`src/rtl/i2c_target_engine.sv`:
```
`timescale 1ns/1ps
// I2C target byte engine: address match/ACK, write bytes to a one-entry buffer, read bytes from a valid/ready source.
// Latency: every registered output follows its cause by 1 cycle; SDA updates land thddat+1 cycles after an SCL falling strobe.
// Backpressure: SCL is stretched while the rx buffer is full (STRETCH_EN=1, else the byte is NACKed) and while no tx byte is ready.
module i2c_target_engine #(
  parameter bit STRETCH_EN = 1'b1
) (
  input  logic        clk,
  input  logic        rst,
  input  logic        ena,
  input  logic [6:0]  slv_addr,
  input  logic [15:0] thddat,
  input  logic        scl_i,
  input  logic        sda_i,
  input  logic        sta_det,
  input  logic        sto_det,
  input  logic        scl_rising,
  input  logic        scl_falling,
  output logic        scl_o,
  output logic        sda_o,
  output logic [7:0]  rx_data,
  output logic        rx_valid,
  input  logic        rx_ready,
  input  logic [7:0]  tx_data,
  input  logic        tx_valid,
  output logic        tx_ready,
  output logic        addressed,
  output logic        rw,
  output logic        xfer_done,
  output logic        nack_det
);

  typedef enum logic [3:0] {
    IDLE, ADDR, ADDR_ACK, RX_DATA, RX_ACK, TX_LOAD, TX_DATA, TX_ACK, WAIT_STOP
  } state_t;

  state_t      state_q;
  logic [3:0]  bit_cnt_q;
  logic [7:0]  sh_q;
  logic [15:0] hcnt_q;      // SDA hold countdown
  logic        pend_q;      // an SDA update is waiting for the hold countdown
  logic        pend_val_q;  // value that update will apply
  logic        sda_q, scl_q;
  logic [7:0]  rx_data_q;
  logic        rx_valid_q, tx_ready_q, addressed_q, rw_q;
  logic        xfer_done_q, nack_det_q;
  logic        stretch_q;   // rx byte waiting for the buffer, SCL held low
  logic        nack_q;      // current rx byte was dropped and NACKed
  logic        phase_q;     // second half of ADDR_ACK / ACK seen in TX_ACK

  // The SCL level itself is not needed here: the PHY already provides edge strobes.
  logic scl_unused;
  assign scl_unused = scl_i;

  assign scl_o     = scl_q;
  assign sda_o     = sda_q;
  assign rx_data   = rx_data_q;
  assign rx_valid  = rx_valid_q;
  assign tx_ready  = tx_ready_q;
  assign addressed = addressed_q;
  assign rw        = rw_q;
  assign xfer_done = xfer_done_q;
  assign nack_det  = nack_det_q;

  // Protocol FSM with SDA hold timer, rx buffer and tx handshake; later assignments override earlier ones.
  always_ff @(posedge clk) begin
    if (rst) begin
      state_q     <= IDLE;
      bit_cnt_q   <= '0;
      sh_q        <= '0;
      hcnt_q      <= '0;
      pend_q      <= 1'b0;
      pend_val_q  <= 1'b1;
      sda_q       <= 1'b1;
      scl_q       <= 1'b1;
      rx_data_q   <= '0;
      rx_valid_q  <= 1'b0;
      tx_ready_q  <= 1'b0;
      addressed_q <= 1'b0;
      rw_q        <= 1'b0;
      xfer_done_q <= 1'b0;
      nack_det_q  <= 1'b0;
      stretch_q   <= 1'b0;
      nack_q      <= 1'b0;
      phase_q     <= 1'b0;
    end else begin
      xfer_done_q <= 1'b0;
      nack_det_q  <= 1'b0;
      if (rx_valid_q && rx_ready) rx_valid_q <= 1'b0;

      // Hold timer: apply the pending SDA value when the countdown expires.
      if (pend_q) begin
        if (hcnt_q == 16'd0) begin
          sda_q  <= pend_val_q;
          pend_q <= 1'b0;
        end else begin
          hcnt_q <= hcnt_q - 16'd1;
        end
      end
      // A new falling strobe flushes any update still waiting, then may schedule a new one below.
      if (scl_falling && pend_q) begin
        sda_q  <= pend_val_q;
        pend_q <= 1'b0;
      end

      if (!ena) begin
        state_q     <= IDLE;
        sda_q       <= 1'b1;
        scl_q       <= 1'b1;
        pend_q      <= 1'b0;
        tx_ready_q  <= 1'b0;
        stretch_q   <= 1'b0;
        addressed_q <= 1'b0;
      end else if (sta_det) begin
        state_q     <= ADDR;
        bit_cnt_q   <= '0;
        addressed_q <= 1'b0;
        sda_q       <= 1'b1;
        scl_q       <= 1'b1;
        pend_q      <= 1'b0;
        tx_ready_q  <= 1'b0;
        stretch_q   <= 1'b0;
        nack_q      <= 1'b0;
        phase_q     <= 1'b0;
      end else if (sto_det) begin
        state_q     <= IDLE;
        sda_q       <= 1'b1;
        scl_q       <= 1'b1;
        pend_q      <= 1'b0;
        tx_ready_q  <= 1'b0;
        stretch_q   <= 1'b0;
        xfer_done_q <= addressed_q;
        addressed_q <= 1'b0;
      end else begin
        case (state_q)
          ADDR: begin
            if (scl_rising) begin
              sh_q      <= {sh_q[6:0], sda_i};
              bit_cnt_q <= bit_cnt_q + 4'd1;
              if (bit_cnt_q == 4'd7) begin
                if (sh_q[6:0] == slv_addr) begin
                  rw_q        <= sda_i;
                  addressed_q <= 1'b1;
                  phase_q     <= 1'b0;
                  state_q     <= ADDR_ACK;
                end else begin
                  state_q <= WAIT_STOP;
                end
              end
            end
          end
          ADDR_ACK: begin
            if (scl_falling) begin
              if (!phase_q) begin
                pend_q <= 1'b1; pend_val_q <= 1'b0; hcnt_q <= thddat;
                phase_q <= 1'b1;
              end else if (rw_q) begin
                pend_q <= 1'b1; pend_val_q <= 1'b1; hcnt_q <= thddat;
                tx_ready_q <= 1'b1;
                scl_q      <= tx_valid;
                state_q    <= TX_LOAD;
              end else begin
                pend_q <= 1'b1; pend_val_q <= 1'b1; hcnt_q <= thddat;
                bit_cnt_q <= '0;
                state_q   <= RX_DATA;
              end
            end
          end
          RX_DATA: begin
            if (stretch_q) begin
              if (!rx_valid_q || rx_ready) begin
                rx_data_q  <= sh_q;
                rx_valid_q <= 1'b1;
                scl_q      <= 1'b1;
                stretch_q  <= 1'b0;
                nack_q     <= 1'b0;
                pend_q <= 1'b1; pend_val_q <= 1'b0; hcnt_q <= thddat;
                state_q    <= RX_ACK;
              end
            end else if (scl_rising && !bit_cnt_q[3]) begin
              sh_q      <= {sh_q[6:0], sda_i};
              bit_cnt_q <= bit_cnt_q + 4'd1;
            end else if (scl_falling && bit_cnt_q[3]) begin
              if (!rx_valid_q || rx_ready) begin
                rx_data_q  <= sh_q;
                rx_valid_q <= 1'b1;
                nack_q     <= 1'b0;
                pend_q <= 1'b1; pend_val_q <= 1'b0; hcnt_q <= thddat;
                state_q    <= RX_ACK;
              end else if (STRETCH_EN) begin
                scl_q     <= 1'b0;
                stretch_q <= 1'b1;
              end else begin
                nack_q  <= 1'b1;
                pend_q <= 1'b1; pend_val_q <= 1'b1; hcnt_q <= thddat;
                state_q <= RX_ACK;
              end
            end
          end
          RX_ACK: begin
            if (scl_falling) begin
              pend_q <= 1'b1; pend_val_q <= 1'b1; hcnt_q <= thddat;
              bit_cnt_q <= '0;
              state_q   <= nack_q ? WAIT_STOP : RX_DATA;
            end
          end
          TX_LOAD: begin
            if (tx_valid) begin
              sh_q       <= tx_data;
              tx_ready_q <= 1'b0;
              scl_q      <= 1'b1;
              bit_cnt_q  <= '0;
              state_q    <= TX_DATA;
              // Keep the hold timing of the falling strobe that entered this state when it is still running.
              if (pend_q && hcnt_q != 16'd0) begin
                pend_val_q <= tx_data[7];
              end else if (pend_q) begin
                sda_q <= tx_data[7];
              end else begin
                pend_q <= 1'b1; pend_val_q <= tx_data[7]; hcnt_q <= thddat;
              end
            end else begin
              scl_q <= 1'b0;
            end
          end
          TX_DATA: begin
            if (scl_falling) begin
              if (bit_cnt_q == 4'd7) begin
                pend_q <= 1'b1; pend_val_q <= 1'b1; hcnt_q <= thddat;
                bit_cnt_q <= '0;
                phase_q   <= 1'b0;
                state_q   <= TX_ACK;
              end else begin
                pend_q <= 1'b1; pend_val_q <= sh_q[6]; hcnt_q <= thddat;
                sh_q      <= {sh_q[6:0], 1'b0};
                bit_cnt_q <= bit_cnt_q + 4'd1;
              end
            end
          end
          TX_ACK: begin
            if (scl_rising) begin
              if (sda_i) begin
                nack_det_q <= 1'b1;
                state_q    <= WAIT_STOP;
              end else begin
                phase_q <= 1'b1;
              end
            end else if (scl_falling && phase_q) begin
              pend_q <= 1'b1; pend_val_q <= 1'b1; hcnt_q <= thddat;
              tx_ready_q <= 1'b1;
              scl_q      <= tx_valid;
              state_q    <= TX_LOAD;
            end
          end
          default: ;
        endcase
      end
    end
  end

endmodule
```
`config.mk`:
```
export PLATFORM = sky130hd
export DESIGN_NAME = i2c_target_engine
export DESIGN_NICKNAME = d
export VERILOG_FILES = /design/src/rtl/i2c_target_engine.sv
export SDC_FILE = /design/constraint.sdc
export NUM_CORES = 1
export LEC_CHECK = 0
export ABC_AREA = 1
export CAP_MARGIN = 20
export CELL_PAD_IN_SITES_DETAIL_PLACEMENT = 0
export CELL_PAD_IN_SITES_GLOBAL_PLACEMENT = 1
export CORE_MARGIN = 8
export CORE_UTILIZATION = 30
export DETAILED_ROUTE_END_ITERATION = 8
export PLACE_DENSITY = 0.68
export SLEW_MARGIN = 0
export SYNTH_ARGS = -nofsm -noshare
export SYNTH_HDL_FRONTEND = slang
export SYNTH_SLANG_ARGS = --single-unit
```
`constraint.sdc`:
```
create_clock -name clk -period 3.1 [get_ports clk]
set_input_delay 0.465 -clock clk [delete_from_list [all_inputs] [get_ports clk]]
set_output_delay 0.465 -clock clk [all_outputs]
set_load 0.02 [all_outputs]
```
==> impl_metrics.json <==
{
  "synth_seq_cells": 52,
  "viasPerCell": 4.74,
  "final_nets": 669,
  "yosysWarnings": 0,
  "cts_htree_levels": 2,
  "grt_pass1_vias": 3659,
  "clock.fmax_mhz": 432,
  "numCtsBuffers": 5,
  "cts_setup_buffers": 0,
  "slew_headroom_pct": 57.7,
  "hold_violations": 0,
  "synth_edf_count": 0,
  "die_w_microns": 125,
  "critPathKind": "input port to flop",
  "p_total_uw": 1530,
  "path_clk_slew_ps": 70,
  "finalClockSkew_ps": 6.65,
  "cp_data_required_time_ps": 3340,
  "drv_slew": 0,
  "seqCellArea_sq_um": 1040,
  "fin_tns_setup_ps": 0,
  "cts_tree": "built",
  "crit_fanout": 15,
  "p_leak_uw": 0.00198,
  "core_sq_um": 11500,
  "syn_to_final_growth_pct": 24.0,
  "wirelength_mm": 10.8,
  "post-place-ws_ps": 481,
  "antenna_found_initial": 0,
  "remaining_drc_errors": 0,
  "worst_hold_path_type": "flop to flop",
  "maxCapViolCount": 0,
  "crit_arrival_ps": 2560,
  "cts.sinks": 52,
  "cts_resized": 0,
  "port_buffers": 56,
  "ys_types": 39,
  "outcome": "finished, final reports clean",
  "rows": 39,
  "clock-root-buffer": "clkbuf_16",
  "nFillCells": 1270,
  "die_area_sq_um": 15500,
  "syn_inst": 572,
  "grt_first_pass_wirelength_mm": 17.9,
  "power_density_nw_per_um2": 349,
  "start_util_pct": 30.8,
  "ys.flop_type": "dfxtp_1",
  "drtIter0Drc": 167,
  "grt_max_degree": 23,
  "grt.total_usage_pct": 13.9,
  "antenna_cells": 0,
  "yosysTopAreaCell": "dfxtp_1",
  "synth.area.top_cells": "dfxtp_1, nand2_1, nor2_1, nand3_1, inv_1",
  "async_flop_share_pct": 0,
  "overflow": 0,
  "tightest_slew_ps": 634,
  "io-pin-count": 58,
  "synth_nets": 617,
  "place_congestion": 0.880,
  "grt_setup_unrepaired": "false",
  "syn_area_sq_um": 3530,
  "ys_seq_area_share_pct": 29.5,
  "clk_latency_ps": 300,
  "cts_hold_buf": 0,
  "min_period_over_period_pct": 74.7,
  "die_y_microns": 125,
  "drtAntennaViolNets": 0,
  "peakVddDrop_mv": 0.280,
  "fin_ws_ps": 783,
  "end_kind": "flop",
  "wl_per_cell_microns": 14.1,
  "synth_top_area_share_pct": 29.5,
  "avgSynthCellArea_sq_um": 6.18,
  "synth_most_common_cell": "nand2_1",
  "start_kind": "input port",
  "drive_above_1_share_pct": 9.28,
  "setup_viol_count_final": 0,
  "synth_common_cells": "nand2_1, nor2_1, inv_1",
  "routed-via-count": 3639,
  "period_needed_ps": 2320,
  "dp_hpwl_mm": 8.45,
  "cts_buffer_depth": 2,
  "multi_input_area_sq_um": 2100,
  "dr.pass1.iters": 4
}
## power breakdown
part           total, uW  switching [uW]  internal, uW
combinational        156            82.1          73.6
sequential           679            5.40           673
clock                693             267           426
total               1530             355          1170
## flip-flops by register name (all words and copies together) (netlist names), 4 cells and up
name	count
bit_cnt_q	4
rx_data	8
sh_q	8
state_q	4
hcnt_q	16
## worst max-delay path, stage by stage
cell and delay, ps:
clkdlybuf4s50_1 530, inv_2 250, nand2_2 130, nor2_2 170
o21ai_1 110, clkinv_1 80, nand3_2 80, nand3b_4 260
inv_4 250, nand2_1 90, a21oi_1 140
## final timing paths
check | startpoint | endpoint | slack (ps) | cells after the start
setup / recovery | sta_det | hcnt_q[12] | 780 | 11
hold / removal | scl_o | scl_o | 460 | 2
setup reg to reg | bit_cnt_q[0] | sh_q[0] | 900 | 11
hold reg to reg | scl_o | scl_o | 460 | 2
## per-stage QoR
step           cells  hold slack (ps)  utilization, %  area [sq um]
5_1_grt          768              499            38.2          4380
4_1_cts          768              475            38.2          4380
3_3_place_gp     760              441            36.6          4200
3_5_place_dp     760              462            36.6          4200
2_1_floorplan    572              423               -          3530
6_report         768              464            38.2          4380
## metal layers
metal  routed length, microns  vias to the layer above  GRT usage [%]
li1                         -                     1942              -
met1                     5210                     1613           17.1
met2                     4850                       74           23.1
met3                      583                       10           3.53
met4                      158                        0           4.68
met5                        0                        -              0
## layout make-up
type,count,area share (%)
Inverter,77,6.65
Timing Repair Buffer,60,13.5
Multi-Input combinational cell,428,47.9
Sequential cell,52,23.8
Clock inverter,1,0.685
Tap cell,143,4.08
Clock buffer,7,3.48
## cells in the final DEF (no fill, tap or decap), drive strengths merged, types with 5 or more instances in the layout
cell / instances
o21ai: 48
a21oi: 39
clkdlybuf4s50: 56
nand4: 10
nor3: 9
inv: 76
nor2: 89
dfxtp: 52
clkbuf: 7
nand3: 55
xnor2: 5
nand2: 155
o21bai: 5
## kinds of logic after synthesis
| group | count (synthesis) | synth area share, % |
|---|---|---|
| buffers and inverters | 92 | 11.2 |
| XOR/XNOR | 7 | 1.73 |
| adder cells (fa/ha/maj) | 3 | 1.06 |
| flip-flops | 52 | 29.5 |
| AO/OA/AOI/OAI | 98 | 16.2 |
| AND/OR/NAND/NOR | 320 | 40.4 |
(Power assumes the default switching activity.)
